**config.mk**
```make
export PLATFORM = sky130hd
export DESIGN_NAME = controle_pilha_retorno_flat
export DESIGN_NICKNAME = d
export VERILOG_FILES = /design/src/rtl/controle_pilha_retorno_if.sv /design/src/rtl/controle_pilha_retorno.sv /design/src/flat_wrapper.sv
export SDC_FILE = /design/constraint.sdc
export NUM_CORES = 1
export LEC_CHECK = 0
export ABC_AREA = 0
export CAP_MARGIN = 0
export CORE_MARGIN = 5
export CORE_UTILIZATION = 52
export CTS_BUF_LIST = sky130_fd_sc_hd__clkbuf_4
export DETAILED_ROUTE_END_ITERATION = 10
export GPL_ROUTABILITY_DRIVEN = 0
export PLACE_DENSITY = 0.88
export REMOVE_ABC_BUFFERS = 1
export SYNTH_ARGS = -nofsm -noshare
export SYNTH_HDL_FRONTEND = slang
export SYNTH_SLANG_ARGS = --single-unit
export TNS_END_PERCENT = 10
```
**constraint.sdc**
```tcl
create_clock -name clock -period 7.4 [get_ports clock]
set_input_delay 1.48 -clock clock [delete_from_list [all_inputs] [get_ports clock]]
set_output_delay 1.48 -clock clock [all_outputs]
set_load 0.01 [all_outputs]
```
**src/rtl/controle_pilha_retorno_if.sv**
```systemverilog
// Request/response and return-stack strobe bundle between the Forth decoder, the controller and the stack RAM.
// The master modport is the controller's view; the slave modport is the decoder/RAM side.
interface controle_pilha_retorno_if #(
    parameter int DATA_WIDTH = 16
);
    logic                  req_valid;
    logic [2:0]            req_op;
    logic [DATA_WIDTH-1:0] req_data;
    logic                  req_ready;

    logic                  resp_valid;
    logic [DATA_WIDTH-1:0] resp_data;
    logic                  resp_err;

    logic                  rs_push;
    logic                  rs_pop;
    logic [DATA_WIDTH-1:0] rs_wdata;
    logic [DATA_WIDTH-1:0] rs_q;

    modport master (
        input  req_valid, req_op, req_data, rs_q,
        output req_ready, resp_valid, resp_data, resp_err,
        output rs_push, rs_pop, rs_wdata
    );

    modport slave (
        output req_valid, req_op, req_data, rs_q,
        input  req_ready, resp_valid, resp_data, resp_err,
        input  rs_push, rs_pop, rs_wdata
    );
endinterface

```
**src/rtl/controle_pilha_retorno.sv**
```systemverilog
// Return-stack controller: turns CALL/EXIT/>R/R>/R@ into push/pop strobes and returns values with error flags.
// Latency 1 cycle for pushes, 2-4 for reads (waits out stack read latency); one request in flight, req_ready only in IDLE.
module controle_pilha_retorno #(
    parameter int DATA_WIDTH = 16,
    parameter int ADDR_WIDTH = 10
) (
    input  logic                     clock,
    input  logic                     reset_n,
    controle_pilha_retorno_if.master bus,
    output logic [ADDR_WIDTH:0]      depth,
    output logic                     overflow,
    output logic                     underflow
);
    localparam logic [2:0] OP_CALL   = 3'd0;
    localparam logic [2:0] OP_EXIT   = 3'd1;
    localparam logic [2:0] OP_TOR    = 3'd2;
    localparam logic [2:0] OP_FROMR  = 3'd3;
    localparam logic [2:0] OP_RFETCH = 3'd4;

    localparam int                  CAPACITY   = 1 << ADDR_WIDTH;
    localparam logic [ADDR_WIDTH:0] DEPTH_FULL = CAPACITY[ADDR_WIDTH:0];
    localparam logic [ADDR_WIDTH:0] DEPTH_ONE  = {{ADDR_WIDTH{1'b0}}, 1'b1};

    typedef enum logic [1:0] {
        ST_IDLE = 2'd0,
        ST_WAIT = 2'd1,
        ST_RESP = 2'd2
    } state_t;

    state_t                state;
    logic [1:0]            settle;
    logic                  pop_pending;
    logic                  resp_valid_q;
    logic [DATA_WIDTH-1:0] resp_data_q;
    logic                  resp_err_q;
    logic                  rs_push_q;
    logic                  rs_pop_q;
    logic [DATA_WIDTH-1:0] rs_wdata_q;

    logic is_push;
    logic is_read;
    logic is_pop;

    always_comb begin
        is_push = (bus.req_op == OP_CALL) || (bus.req_op == OP_TOR);
        is_pop  = (bus.req_op == OP_EXIT) || (bus.req_op == OP_FROMR);
        is_read = is_pop || (bus.req_op == OP_RFETCH);
    end

    assign bus.req_ready  = (state == ST_IDLE) & reset_n;
    assign bus.resp_valid = resp_valid_q;
    assign bus.resp_data  = resp_data_q;
    assign bus.resp_err   = resp_err_q;
    assign bus.rs_push    = rs_push_q;
    assign bus.rs_pop     = rs_pop_q;
    assign bus.rs_wdata   = rs_wdata_q;

    always_ff @(posedge clock) begin
        if (!reset_n) begin
            state        <= ST_IDLE;
            depth        <= '0;
            settle       <= 2'd0;
            pop_pending  <= 1'b0;
            overflow     <= 1'b0;
            underflow    <= 1'b0;
            resp_valid_q <= 1'b0;
            resp_data_q  <= '0;
            resp_err_q   <= 1'b0;
            rs_push_q    <= 1'b0;
            rs_pop_q     <= 1'b0;
            rs_wdata_q   <= '0;
        end else begin
            rs_push_q <= 1'b0;
            rs_pop_q  <= 1'b0;

            // rs_q only reflects a strobe two cycles after the strobe itself
            if (rs_push_q || rs_pop_q) begin
                settle <= 2'd2;
            end else if (settle != 2'd0) begin
                settle <= settle - 2'd1;
            end

            case (state)
                ST_IDLE: begin
                    if (bus.req_valid) begin
                        resp_data_q <= '0;
                        pop_pending <= is_pop;
                        if (is_push) begin
                            state        <= ST_RESP;
                            resp_valid_q <= 1'b1;
                            if (depth == DEPTH_FULL) begin
                                resp_err_q <= 1'b1;
                                overflow   <= 1'b1;
                            end else begin
                                resp_err_q <= 1'b0;
                                rs_push_q  <= 1'b1;
                                rs_wdata_q <= bus.req_data;
                                depth      <= depth + DEPTH_ONE;
                            end
                        end else if (is_read) begin
                            if (depth == '0) begin
                                state        <= ST_RESP;
                                resp_valid_q <= 1'b1;
                                resp_err_q   <= 1'b1;
                                underflow    <= 1'b1;
                            end else begin
                                state <= ST_WAIT;
                            end
                        end else begin
                            state        <= ST_RESP;
                            resp_valid_q <= 1'b1;
                            resp_err_q   <= 1'b1;
                        end
                    end
                end

                ST_WAIT: begin
                    if (settle == 2'd0) begin
                        resp_data_q  <= bus.rs_q;
                        resp_err_q   <= 1'b0;
                        resp_valid_q <= 1'b1;
                        state        <= ST_RESP;
                        if (pop_pending) begin
                            rs_pop_q <= 1'b1;
                            depth    <= depth - DEPTH_ONE;
                        end
                    end
                end

                ST_RESP: begin
                    resp_valid_q <= 1'b0;
                    resp_err_q   <= 1'b0;
                    resp_data_q  <= '0;
                    state        <= ST_IDLE;
                end

                default: begin
                    state        <= ST_IDLE;
                    resp_valid_q <= 1'b0;
                end
            endcase
        end
    end

    a_no_push_and_pop: assert property (@(posedge clock) disable iff (!reset_n)
        !(rs_push_q && rs_pop_q));
    a_depth_bounded: assert property (@(posedge clock) disable iff (!reset_n)
        depth <= DEPTH_FULL);
    a_resp_in_resp_state: assert property (@(posedge clock) disable iff (!reset_n)
        resp_valid_q == (state == ST_RESP));
endmodule

```
**src/flat_wrapper.sv**
```systemverilog
// flat-port wrapper written by rule: the top's interface ports become plain ports
module controle_pilha_retorno_flat 
#(
    parameter int DATA_WIDTH = 16,
    parameter int ADDR_WIDTH = 10
)
  (clock, reset_n, depth, overflow, underflow, bus_req_valid, bus_req_op, bus_req_data, bus_rs_q, bus_req_ready, bus_resp_valid, bus_resp_data, bus_resp_err, bus_rs_push, bus_rs_pop, bus_rs_wdata);
  controle_pilha_retorno_if #(.DATA_WIDTH(DATA_WIDTH)) bus_i ();
  input  logic clock;
  input  logic reset_n;
  output logic [ADDR_WIDTH:0] depth;
  output logic overflow;
  output logic underflow;
  input wire logic [$bits(bus_i.req_valid)-1:0] bus_req_valid;
  input wire logic [$bits(bus_i.req_op)-1:0] bus_req_op;
  input wire logic [$bits(bus_i.req_data)-1:0] bus_req_data;
  input wire logic [$bits(bus_i.rs_q)-1:0] bus_rs_q;
  output wire logic [$bits(bus_i.req_ready)-1:0] bus_req_ready;
  output wire logic [$bits(bus_i.resp_valid)-1:0] bus_resp_valid;
  output wire logic [$bits(bus_i.resp_data)-1:0] bus_resp_data;
  output wire logic [$bits(bus_i.resp_err)-1:0] bus_resp_err;
  output wire logic [$bits(bus_i.rs_push)-1:0] bus_rs_push;
  output wire logic [$bits(bus_i.rs_pop)-1:0] bus_rs_pop;
  output wire logic [$bits(bus_i.rs_wdata)-1:0] bus_rs_wdata;
  assign bus_i.req_valid = bus_req_valid;
  assign bus_i.req_op = bus_req_op;
  assign bus_i.req_data = bus_req_data;
  assign bus_i.rs_q = bus_rs_q;
  assign bus_req_ready = bus_i.req_ready;
  assign bus_resp_valid = bus_i.resp_valid;
  assign bus_resp_data = bus_i.resp_data;
  assign bus_resp_err = bus_i.resp_err;
  assign bus_rs_push = bus_i.rs_push;
  assign bus_rs_pop = bus_i.rs_pop;
  assign bus_rs_wdata = bus_i.rs_wdata;
  controle_pilha_retorno #(.DATA_WIDTH(DATA_WIDTH), .ADDR_WIDTH(ADDR_WIDTH)) u_core (.clock(clock), .reset_n(reset_n), .bus(bus_i), .depth(depth), .overflow(overflow), .underflow(underflow));
endmodule
```
# Word level (Yosys, flattened, before mapping)

Cells that the tools add are included.
W data, S select, Z words.

Add/subtract/negate cells: 3
Equality and inequality tests: 13
Multiplexer cells: 30
Bitwise logic cells: 4
Reduce and logical (&&, ||, !) cells: 24

Operators with widths:

| cell                    | number |
|---|---|
| $mux W11                | 5 |
| $pmux W16 S3            | 1 |
| $mux W16                | 2 |
| $pmux W11 S2            | 1 |
| $reduce_and A4 Y1       | 4 |
| $mux W2                 | 7 |
| $add A11 B1 Y11 const B | 1 |
| $eq A11 B11 Y1 const B  | 1 |
| $logic_not A11 Y1       | 1 |
| $mux W1                 | 11 |
| $sub A11 B1 Y11 const B | 1 |
| $reduce_and A3 Y1       | 3 |
| $eq A3 B2 Y1 const B    | 2 |
| $ne A2 B1 Y1 const B    | 3 |
| $reduce_and A6 Y1       | 1 |
| $reduce_bool A2 Y1      | 3 |
| $reduce_and A5 Y1       | 1 |
| $logic_not A2 Y1        | 2 |
| $logic_or A1 B1 Y1      | 4 |
| $ne A2 B2 Y1 const B    | 2 |
| $ne A4 B3 Y1 const B    | 1 |
| $pmux W2 S2             | 1 |
| $reduce_and A2 Y1       | 2 |
| $eq A3 B1 Y1 const B    | 1 |
| 11 further kinds        | 13 |

Register bits: 54
Input port bits: 38
Output and inout bits: 50

# Longest topological paths before layout

Gate-level depths: netlist (run 1).

Depth after elaboration: 7
Depth in mapped cells: 13
Depth with buffers taken out: 10

# Worst setup path before layout (run 1)

OpenSTA, ideal clock, no wires.

Path kind: input to output
Start: in reset_n
End: out bus_req_ready
Arrival time: 2.125 ns
Data required time: 5.920 ns
Setup slack: 3.795 ns
Stages on the path: 3
Buffers on the path: 2
Cells stage by stage: clkbuf_1 > clkbuf_1 > and2_1

Word-level cells in the longest chain between the ends: 1

Ends and longest elaborated chain:

| element         | line                         | RTL |
|---|---|---|
| start, declared | flat_wrapper.sv:10           | `input logic reset_n;` |
| $and A1 B1 Y1   | controle_pilha_retorno.sv:50 | `assign bus.req_ready = (state == ST_IDLE) & reset_n;` |
| end, declared   | flat_wrapper.sv:18           | `output wire logic [$bits(bus_i.req_ready)-1:0] bus_req_ready;` |

No other way between the ends.

# Worst setup path in the final report (run 1)

Ends and elaborated chain as after synthesis.

==> results of run 1 <==
## stage by stage
step / instance area, µm² / utilization [%]
2_1_floorplan: 2749 / -
6_report: 3786 / 69.61
3_3_place_gp: 3732 / 68.62
3_5_place_dp: 3732 / 68.62
4_1_cts: 3786 / 69.61
5_1_grt: 3786 / 69.61
## how the worst max path moves through the flow
stage / from / to
after CTS: reset_n / bus_req_ready
after floorplan: reset_n / bus_req_ready
final: reset_n / bus_req_ready
after global placement: reset_n / bus_req_ready
after detailed placement: reset_n / bus_req_ready
after global routing: reset_n / bus_req_ready
## cells by family (layout without fill, tap and decap cells)
kind of cell	count (synthesis)	in the layout	share of synthesized area [%]
compound gates	87	87	22.97
mux	6	6	2.131
fa+ha+maj	5	5	2.175
buf+inv	32	104	5.220
flops	54	54	37.58
xor+xnor	8	8	2.436
simple gates	148	148	27.49
## worst register-to-register path, delay by kind of cell (launching register included)
kind,cells,cell delay (ns)
fa+ha+maj,2,0.53
buf+inv,1,0.37
flops,1,0.45
xor+xnor,1,0.20
compound gates,3,0.38
simple gates,2,0.65
mux,1,0.19
## power groups by stage
stage / clock network, µW / registers (µW) / logic (µW)
detailed placement: 0 / 310 / 85.0
global route: 145 / 305 / 92.9
CTS: 132 / 304 / 85.5
finish: 130 / 304 / 84.7
global placement: 0 / 309 / 84.0
floorplan: 0 / 312 / 35.1
## flip-flops by register name, summed over array words and instances, names as in the netlist
name	cells
u_core.bus.resp_data	16
u_core.bus.rs_wdata	16
u_core.depth	11
u_core.settle	2
u_core.state	2
u_core.bus.resp_err	1
u_core.bus.resp_valid	1
u_core.bus.rs_pop	1
u_core.bus.rs_push	1
u_core.overflow	1
u_core.pop_pending	1
u_core.underflow	1
## final cells by class
cell class | count | area (µm²) | area share (%)
Inverter | 6 | 22.52 | 0.5948
Multi-Input combinational cell | 254 | 1645 | 43.46
Sequential cell | 54 | 1081 | 28.55
Clock buffer | 5 | 37.54 | 0.9914
Timing Repair Buffer | 90 | 893.4 | 23.60
Tap cell | 72 | 90.09 | 2.379
Clock inverter | 3 | 16.27 | 0.4296
## metal layers
| metal | GRT usage (%) | wire, µm |
|---|---|---|
| met1 | 23.08 | 2932 |
| met2 | 31.49 | 3125 |
| met3 | 9.617 | 787 |
| met4 | 4.604 | 60 |
| met5 | 0 | 0 |
## cell usage in the layout, fill, tap and decap left out, types with 4 or more instances in the layout
| master | synthesis | layout |
|---|---|---|
| clkbuf_4 | 0 | 5 |
| nand3_1 | 21 | 21 |
| nor2b_1 | 9 | 9 |
| a21oi_1 | 10 | 10 |
| clkdlybuf4s50_1 | 0 | 87 |
| nor2_1 | 13 | 13 |
| a21boi_0 | 33 | 33 |
| xor2_1 | 5 | 5 |
| inv_1 | 6 | 6 |
| mux2i_1 | 5 | 5 |
| o21ai_0 | 4 | 4 |
| nand2b_1 | 5 | 5 |
| dfxtp_1 | 54 | 54 |
| and2_1 | 7 | 7 |
| o21ai_1 | 4 | 4 |
| ha_1 | 5 | 5 |
| nand2_1 | 61 | 61 |
| nor3b_1 | 5 | 5 |
==> impl_metrics.yaml, run 1 <==
timing:
  worstMarginPinSlew_ns: 1.109
  final-hold-violation-count: 0
  final_max_slew_viol_count: 0
  min_period_over_period_pct: 56.46
  skew_ns: 0.01531
  fin_ws_ns: 3.222
  holdWs_ns: 0.4563
  period_needed_ns: 4.178
  maxClockFrequency_ghz: 0.2393
  rsz0062_at_grt: "false"
  slew_headroom_pct: 25.94
  setup_tns_ns: 0
  setup_viol: 0
setup_path:
  r2r-end: "u_core.depth[6]"
  crit_chain: "clkdlybuf4s50_1 -> and2_1 -> clkdlybuf4s50_1"
  crit_arrival_ns: 2.70
  r2r_cells: 10
  rrSetupSlack_ns: 4.58
  cp_common_cell: "clkdlybuf4s50_1"
  cpPeakStageDelay_ns: 0.56
  worstPathRequired_ns: 5.92
  crit_family: "buffers and inverters"
  critPathSlowestCell: "clkdlybuf4s50_1"
  crit_cells: 3
  crit_type: "primary input to primary output"
  crit_path_start_kind: "primary input"
  worst-path-max-fanout: 2
  critPathBufInv: 2
  endpoint_kind: "primary output"
  r2r-start: "u_core.state[0]"
synthesis:
  async_flop_share_pct: 0
  synth-edff-count: 0
  ys.flop_type: "dfxtp_1"
  synth_largest_area_cell: "dfxtp_1"
  synth_area_per_cell_um2: 8.460
  yosysSeqAreaShare_pct: 37.58
  yosysWarnings: 0
  yosysTopAreaCellShare_pct: 37.58
  syn_area_um2: 2877
  ys_seq_elements: 54
  netlist_instances: 340
  ys_types: 62
  synth_common_cells: "nand2_1, dfxtp_1, a21boi_0, nand3_1, nor2_1"
  synthTopCellsByArea: "dfxtp_1, a21boi_0, nand2_1"
  synth.most_common_cell: "nand2_1"
job:
  maxCapViolCount: 0
pwr:
  p_leak_uw: 0.001333
  p_comb_share_pct: 16.3
  intPower_uw: 378.5
  pwr-share-seq_pct: 58.6
  pwr-share-clk_pct: 25.1
  p_total_uw: 518.4
  p_per_area_nw_per_um2: 136.9
  netSwitchingFraction_pct: 26.99
  ir_drop_uv: 120.3
  power_switching_uw: 139.9
min_path:
  hold_class: "register to register"
  min-delay-start: "u_core.bus.rs_pop"
  holdPathStages: 1
  hold-path-endpoint: "u_core.settle[0]"
cts:
  postCtsSetupRepairBufs: 0
  cts-resized-gates: 0
  cts_hold_buf: 0
  path_clk_slew_ns: 0.16
  htreeDepth: 2
  clock-root-buffer: "clkbuf_4"
  cts_tree: "done"
  cts_buffers: 5
  cts_sinks: 54
  clkLatencyLatePin_ns: 0.38
  ctsLongestPathBuffers: 2
cells_and_area:
  drive_gt1_share_pct: 5.825
  final_cell_count_no_fill: 484
  fill_cells: 427
  area_delta_synth_final_pct: 31.62
  fin_nets: 454
  antenna_cells: 0
grt:
  grt_overflow: 0
  antenna_found_initial: 0
  grt_pass1_wl_um: 11650
  grt_max_degree: 60
  gr-usage-all-layers_pct: 19.39
  grt_pass1_vias: 2568
routing:
  routedWlPerCell_um: 14.27
  vias: 2679
  ant_nets: 0
  drc: 0
  via_per_inst: 5.535
  drt-pass1-iter-count: 4
  drt-initial-drc-count: 169
  wirelength_um: 6906
placement:
  hpwl_um: 4966
  io_buffers: 87
  dp_slack_ns: 3.239
  dp_cells: 476
floorplan:
  io_pins: 88
  die-height_um: 84.38
  core-area_um2: 5439
  initial_core_util_pct: 52.89
  die_area_um2: 7119
  die_w_um: 84.38
  rows: 27
status:
  outcome: "finished clean"
Note: power is estimated with default switching activity, not from simulation.
==> inputs of run 2 (changes only) <==
--- a/config.mk
+++ b/config.mk
@@ -8,11 +8,11 @@
 export ABC_AREA = 0
 export CAP_MARGIN = 0
 export CORE_MARGIN = 5
-export CORE_UTILIZATION = 52
+export CORE_UTILIZATION = 49
 export CTS_BUF_LIST = sky130_fd_sc_hd__clkbuf_4
 export DETAILED_ROUTE_END_ITERATION = 10
 export GPL_ROUTABILITY_DRIVEN = 0
-export PLACE_DENSITY = 0.88
+export PLACE_DENSITY = 0.83
 export REMOVE_ABC_BUFFERS = 1
 export SYNTH_ARGS = -nofsm -noshare
 export SYNTH_HDL_FRONTEND = slang
==> constraint.sdc (replaced) <==
create_clock -name clock -period 4.33 [get_ports clock]
set_input_delay 0.866 -clock clock [delete_from_list [all_inputs] [get_ports clock]]
set_output_delay 0.866 -clock clock [all_outputs]
set_load 0.01 [all_outputs]
==> impl_metrics.yaml, run 2 (same netlist as run 1, synthesis figures left out) <==
status:
  outcome: "finished clean"
cts:
  clock-root-buffer: "clkbuf_4"
  cts_hold_buf: 0
  ctsLongestPathBuffers: 2
  cts-resized-gates: 0
  htreeDepth: 2
  cts_tree: "done"
  cts_sinks: 54
  postCtsSetupRepairBufs: 0
  path_clk_slew_ns: 0.16
  cts_buffers: 5
  clkLatencyLatePin_ns: 0.38
setup_path:
  endpoint_kind: "register"
  critPathBufInv: 0
  worst-path-max-fanout: 34
  crit_chain: "ha_1 -> and3b_1 -> or4_4 -> o22ai_1 -> a221oi_2 -> xnor2_1 -> and2_1"
  worstPathRequired_ns: 4.63
  crit_arrival_ns: 3.33
  crit_family: "simple AND/OR/NAND/NOR gates"
  worstSetupStartpoint: "u_core.state[0]"
  cpPeakStageDelay_ns: 1.00
  rrSetupSlack_ns: 1.30
  r2r_cells: 7
  crit_path_start_kind: "register"
  r2r-start: "u_core.state[0]"
  crit_type: "register to register"
  r2r-end: "u_core.depth[8]"
  critPathSlowestCell: "ha_1"
timing:
  min_period_over_period_pct: 70.01
  final_max_slew_viol_count: 0
  slew_headroom_pct: 19.28
  setup_viol: 0
  final-hold-violation-count: 0
  setup_tns_ns: 0
  rsz0062_at_grt: "false"
  maxClockFrequency_ghz: 0.3299
  period_needed_ns: 3.031
  worstMarginPinSlew_ns: 1.211
  skew_ns: 0.01201
routing:
  wirelength_um: 7091
  drt-initial-drc-count: 177
  vias: 2668
  drt-pass1-iter-count: 4
  dr.max_layer_used: "met4"
  drc: 0
  via_per_inst: 5.478
  routed-wl-met2_um: 3360
  met1_length_um: 2994
  ant_nets: 0
  routedWlPerCell_um: 14.56
  met3WireLength_um: 630
floorplan:
  rows: 28
  die_w_um: 86.62
  initial_core_util_pct: 49.46
  die_area_um2: 7503
  die-height_um: 86.62
  core-area_um2: 5816
  io_pins: 88
placement:
  dp_cells: 479
  io_buffers: 87
  placed_area_um2: 3736
  hpwl_um: 5076
pwr:
  pwr-share-clk_pct: 25.3
  ir_drop_uv: 156.9
  p_leak_uw: 0.001335
  power_switching_uw: 241.7
  p_total_uw: 889.5
  p_per_area_nw_per_um2: 234.7
  netSwitchingFraction_pct: 27.17
  intPower_uw: 647.8
  p_comb_share_pct: 16.3
  pwr-share-seq_pct: 58.3
grt:
  antenna_found_initial: 0
  grt_pass1_wl_um: 11960
  grt_overflow: 0
  gr-usage-all-layers_pct: 19.56
  grt_max_degree: 60
  grt_pass1_vias: 2571
cells_and_area:
  final_cell_mix: "clkdlybuf4s50_1, nand2_1, dfxtp_1"
  final_cell_count_no_fill: 487
  antenna_cells: 0
  fin_nets: 454
  drive_gt1_share_pct: 5.583
  final_common_cell: "clkdlybuf4s50_1"
  final_area_um2: 3790
  area_delta_synth_final_pct: 31.75
min_path:
  hold-path-endpoint: "u_core.settle[0]"
  hold_class: "register to register"
  min-delay-start: "u_core.bus.rs_push"
  holdPathStages: 1
job:
  maxCapViolCount: 0
[run 2: cell types whose count changed in the layout (fill, tap and decap cells not counted), sizes merged]
cell | before | now
clkinv | 2 | 3
clkinvlp | 1 | 0
[run 2: how the worst max path moves through the flow]
stage	to	slack [ns]	cells after the start
after detailed placement	u_core.depth[8]	1.32	7
after floorplan	u_core.depth[8]	1.47	9
after CTS	u_core.depth[8]	1.31	7
after global routing	u_core.depth[6]	1.10	8
final	u_core.depth[8]	1.30	7
after global placement	bus_req_ready	1.41	3
[run 2: through the flow]
step                util [%]  hold slack, ns  setup slack, ns
finish                 65.17          0.4597            1.299
global route           65.17          0.4970            1.100
CTS                    65.17          0.4633            1.314
detailed placement     64.24          0.4383            1.316
global placement       64.24          0.4324            1.409
floorplan                  -          0.4376            1.474
[run 2: cell type report]
cell class	count	area, µm²
clock inverter	3	16.27
multi-input combinational	254	1645
clock buffer	5	37.54
sequential	54	1081
tap	75	93.84
fill	506	2026
timing repair buffer	90	893.4
inverter	6	22.52
[run 2: power groups by stage]
stage | Sequential (µW) | Clock, µW | Combinational, µW
6_report | 519 | 225 | 145
5_1_grt | 521 | 254 | 159
4_1_cts | 519 | 233 | 147
3_5_place_dp | 529 | 0 | 146
3_3_place_gp | 529 | 0 | 145
2_1_floorplan | 533 | 0 | 60.0
[run 2: metal layers]
layer	global-route usage (%)	vias to the layer above
met5	0	-
met3	7.129	11
met4	5.666	0
li1	-	1339
met1	24.91	1225
met2	31.08	93
==> inputs of run 3 (changes only) <==
==> constraint.sdc (replaced) <==
create_clock -name clock -period 3.2 [get_ports clock]
set_input_delay 0.64 -clock clock [delete_from_list [all_inputs] [get_ports clock]]
set_output_delay 0.64 -clock clock [all_outputs]
set_load 0.01 [all_outputs]
==> impl_metrics.yaml, run 3 (same netlist as run 1, synthesis figures left out) <==
status:
  outcome: "finished clean"
grt:
  gr-usage-all-layers_pct: 18.97
  grtUsageMet2_pct: 31.78
  grt.busiest_layer: "met2"
  grt_max_degree: 60
  grt_pass1_wl_um: 11700
  antenna_found_initial: 0
  grt_pass1_vias: 2574
  met1_usage_pct: 23.49
  grt_overflow: 0
  grtUsageMet3_pct: 6.464
placement:
  dp_cells: 481
  hpwl_um: 4946
  io_buffers: 87
floorplan:
  initial_core_util_pct: 49.46
  core-area_um2: 5816
  die_w_um: 86.62
  die_area_um2: 7503
  io_pins: 88
  rows: 28
  die-height_um: 86.62
cts:
  cts_buffers: 5
  cts-resized-gates: 0
  path_clk_slew_ns: 0.16
  cts_tree: "done"
  htreeDepth: 2
  clkLatencyLatePin_ns: 0.37
  cts_sinks: 54
  postCtsSetupRepairBufs: 0
  ctsLongestPathBuffers: 2
  clock-root-buffer: "clkbuf_4"
  cts_hold_buf: 0
setup_path:
  endpoint_kind: "register"
  worst-path-max-fanout: 12
  crit_arrival_ns: 2.89
  crit_path_start_kind: "register"
  crit_type: "register to register"
  worstPathRequired_ns: 3.51
timing:
  rsz0062_at_grt: "false"
  period_needed_ns: 2.574
  final_max_slew_viol_count: 0
  skew_ns: 0.008762
  setup_viol: 0
  setup_tns_ns: 0
  worstMarginPinSlew_ns: 1.031
  slew_headroom_pct: 31.04
  min_period_over_period_pct: 80.43
  final-hold-violation-count: 0
  maxClockFrequency_ghz: 0.3886
cells_and_area:
  final_cell_mix: "clkdlybuf4s50_1, nand2_1, dfxtp_1"
  fill_cells: 505
  antenna_cells: 0
  fin_nets: 456
  area_delta_synth_final_pct: 32.45
  final_common_cell: "clkdlybuf4s50_1"
  final_cell_count_no_fill: 489
  drive_gt1_share_pct: 6.280
routing:
  drc: 0
  via_per_inst: 5.454
  ant_nets: 0
  drt-initial-drc-count: 82
  wirelength_um: 6897
  drt-pass1-iter-count: 4
  vias: 2667
  routedWlPerCell_um: 14.10
job:
  maxCapViolCount: 0
pwr:
  p_total_uw: 1202
  p_per_area_nw_per_um2: 315.4
  p_leak_uw: 0.001348
  ir_drop_uv: 262.0
min_path:
  hold_class: "register to register"
[run 3: cell count changes in the layout (fill, tap and decap cells not counted), sizes merged]
cell	delta
buf	+2
[run 3: critical path: stages, from the launching register on]
cell and delay, ns:
dfxtp_1 0.44, ha_1 0.43, xor2_1 0.19, ha_1 0.23, o22ai_1 0.13, or4_4 0.49
nor3b_2 0.17, o21ai_1 0.07, a21oi_1 0.18, mux2i_1 0.19
[run 3: power breakdown]
part / internal (µW) / switching, µW / leakage [µW]
logic: 104 / 92.6 / 0.000879
clock network: 86.6 / 217 / 0.0000328
registers: 690 / 12.0 / 0.000437
[run 3: layer usage]
layer / up-vias / routed length, µm
met1: 1250 / 2933
met5: - / 0
met2: 69 / 3338
met4: 0 / 62
li1: 1341 / -
met3: 7 / 562
[run 3: cell type report]
type / count / area (µm²) / area share [%]
multi-input combinational: 254 / 1645 / 43.19
sequential: 54 / 1081 / 28.37
timing repair buffer: 92 / 908.4 / 23.84
tap: 75 / 93.84 / 2.463
clock buffer: 5 / 37.54 / 0.9852
inverter: 6 / 22.52 / 0.5911
clock inverter: 3 / 21.27 / 0.5583
[run 3: path summary, 6_finish.rpt]
| kind | slack [ns] | startpoint | endpoint | depth (start not counted) |
|---|---|---|---|---|
| worst min register to register | 0.45 | u_core.bus.rs_push | u_core.settle[0] | 1 |
| worst min-delay path | 0.45 | u_core.bus.rs_push | u_core.settle[0] | 1 |
| worst max-delay path | 0.63 | u_core.state[0] | u_core.depth[6] | 9 |
| worst max register to register | 0.63 | u_core.state[0] | u_core.depth[6] | 9 |
[run 3: metrics by stage]
step / cell area (µm²) / setup slack [ns] / utilization [%] / hold slack, ns
5_1_grt: 3810 / 0.3135 / 65.51 / 0.5001
6_report: 3810 / 0.6264 / 65.51 / 0.4522
3_3_place_gp: 3751 / 0.5278 / 64.50 / 0.4280
4_1_cts: 3810 / 0.5933 / 65.51 / 0.4512
3_5_place_dp: 3751 / 0.4507 / 64.50 / 0.4353
2_1_floorplan: 2749 / 0.3437 / - / 0.4376
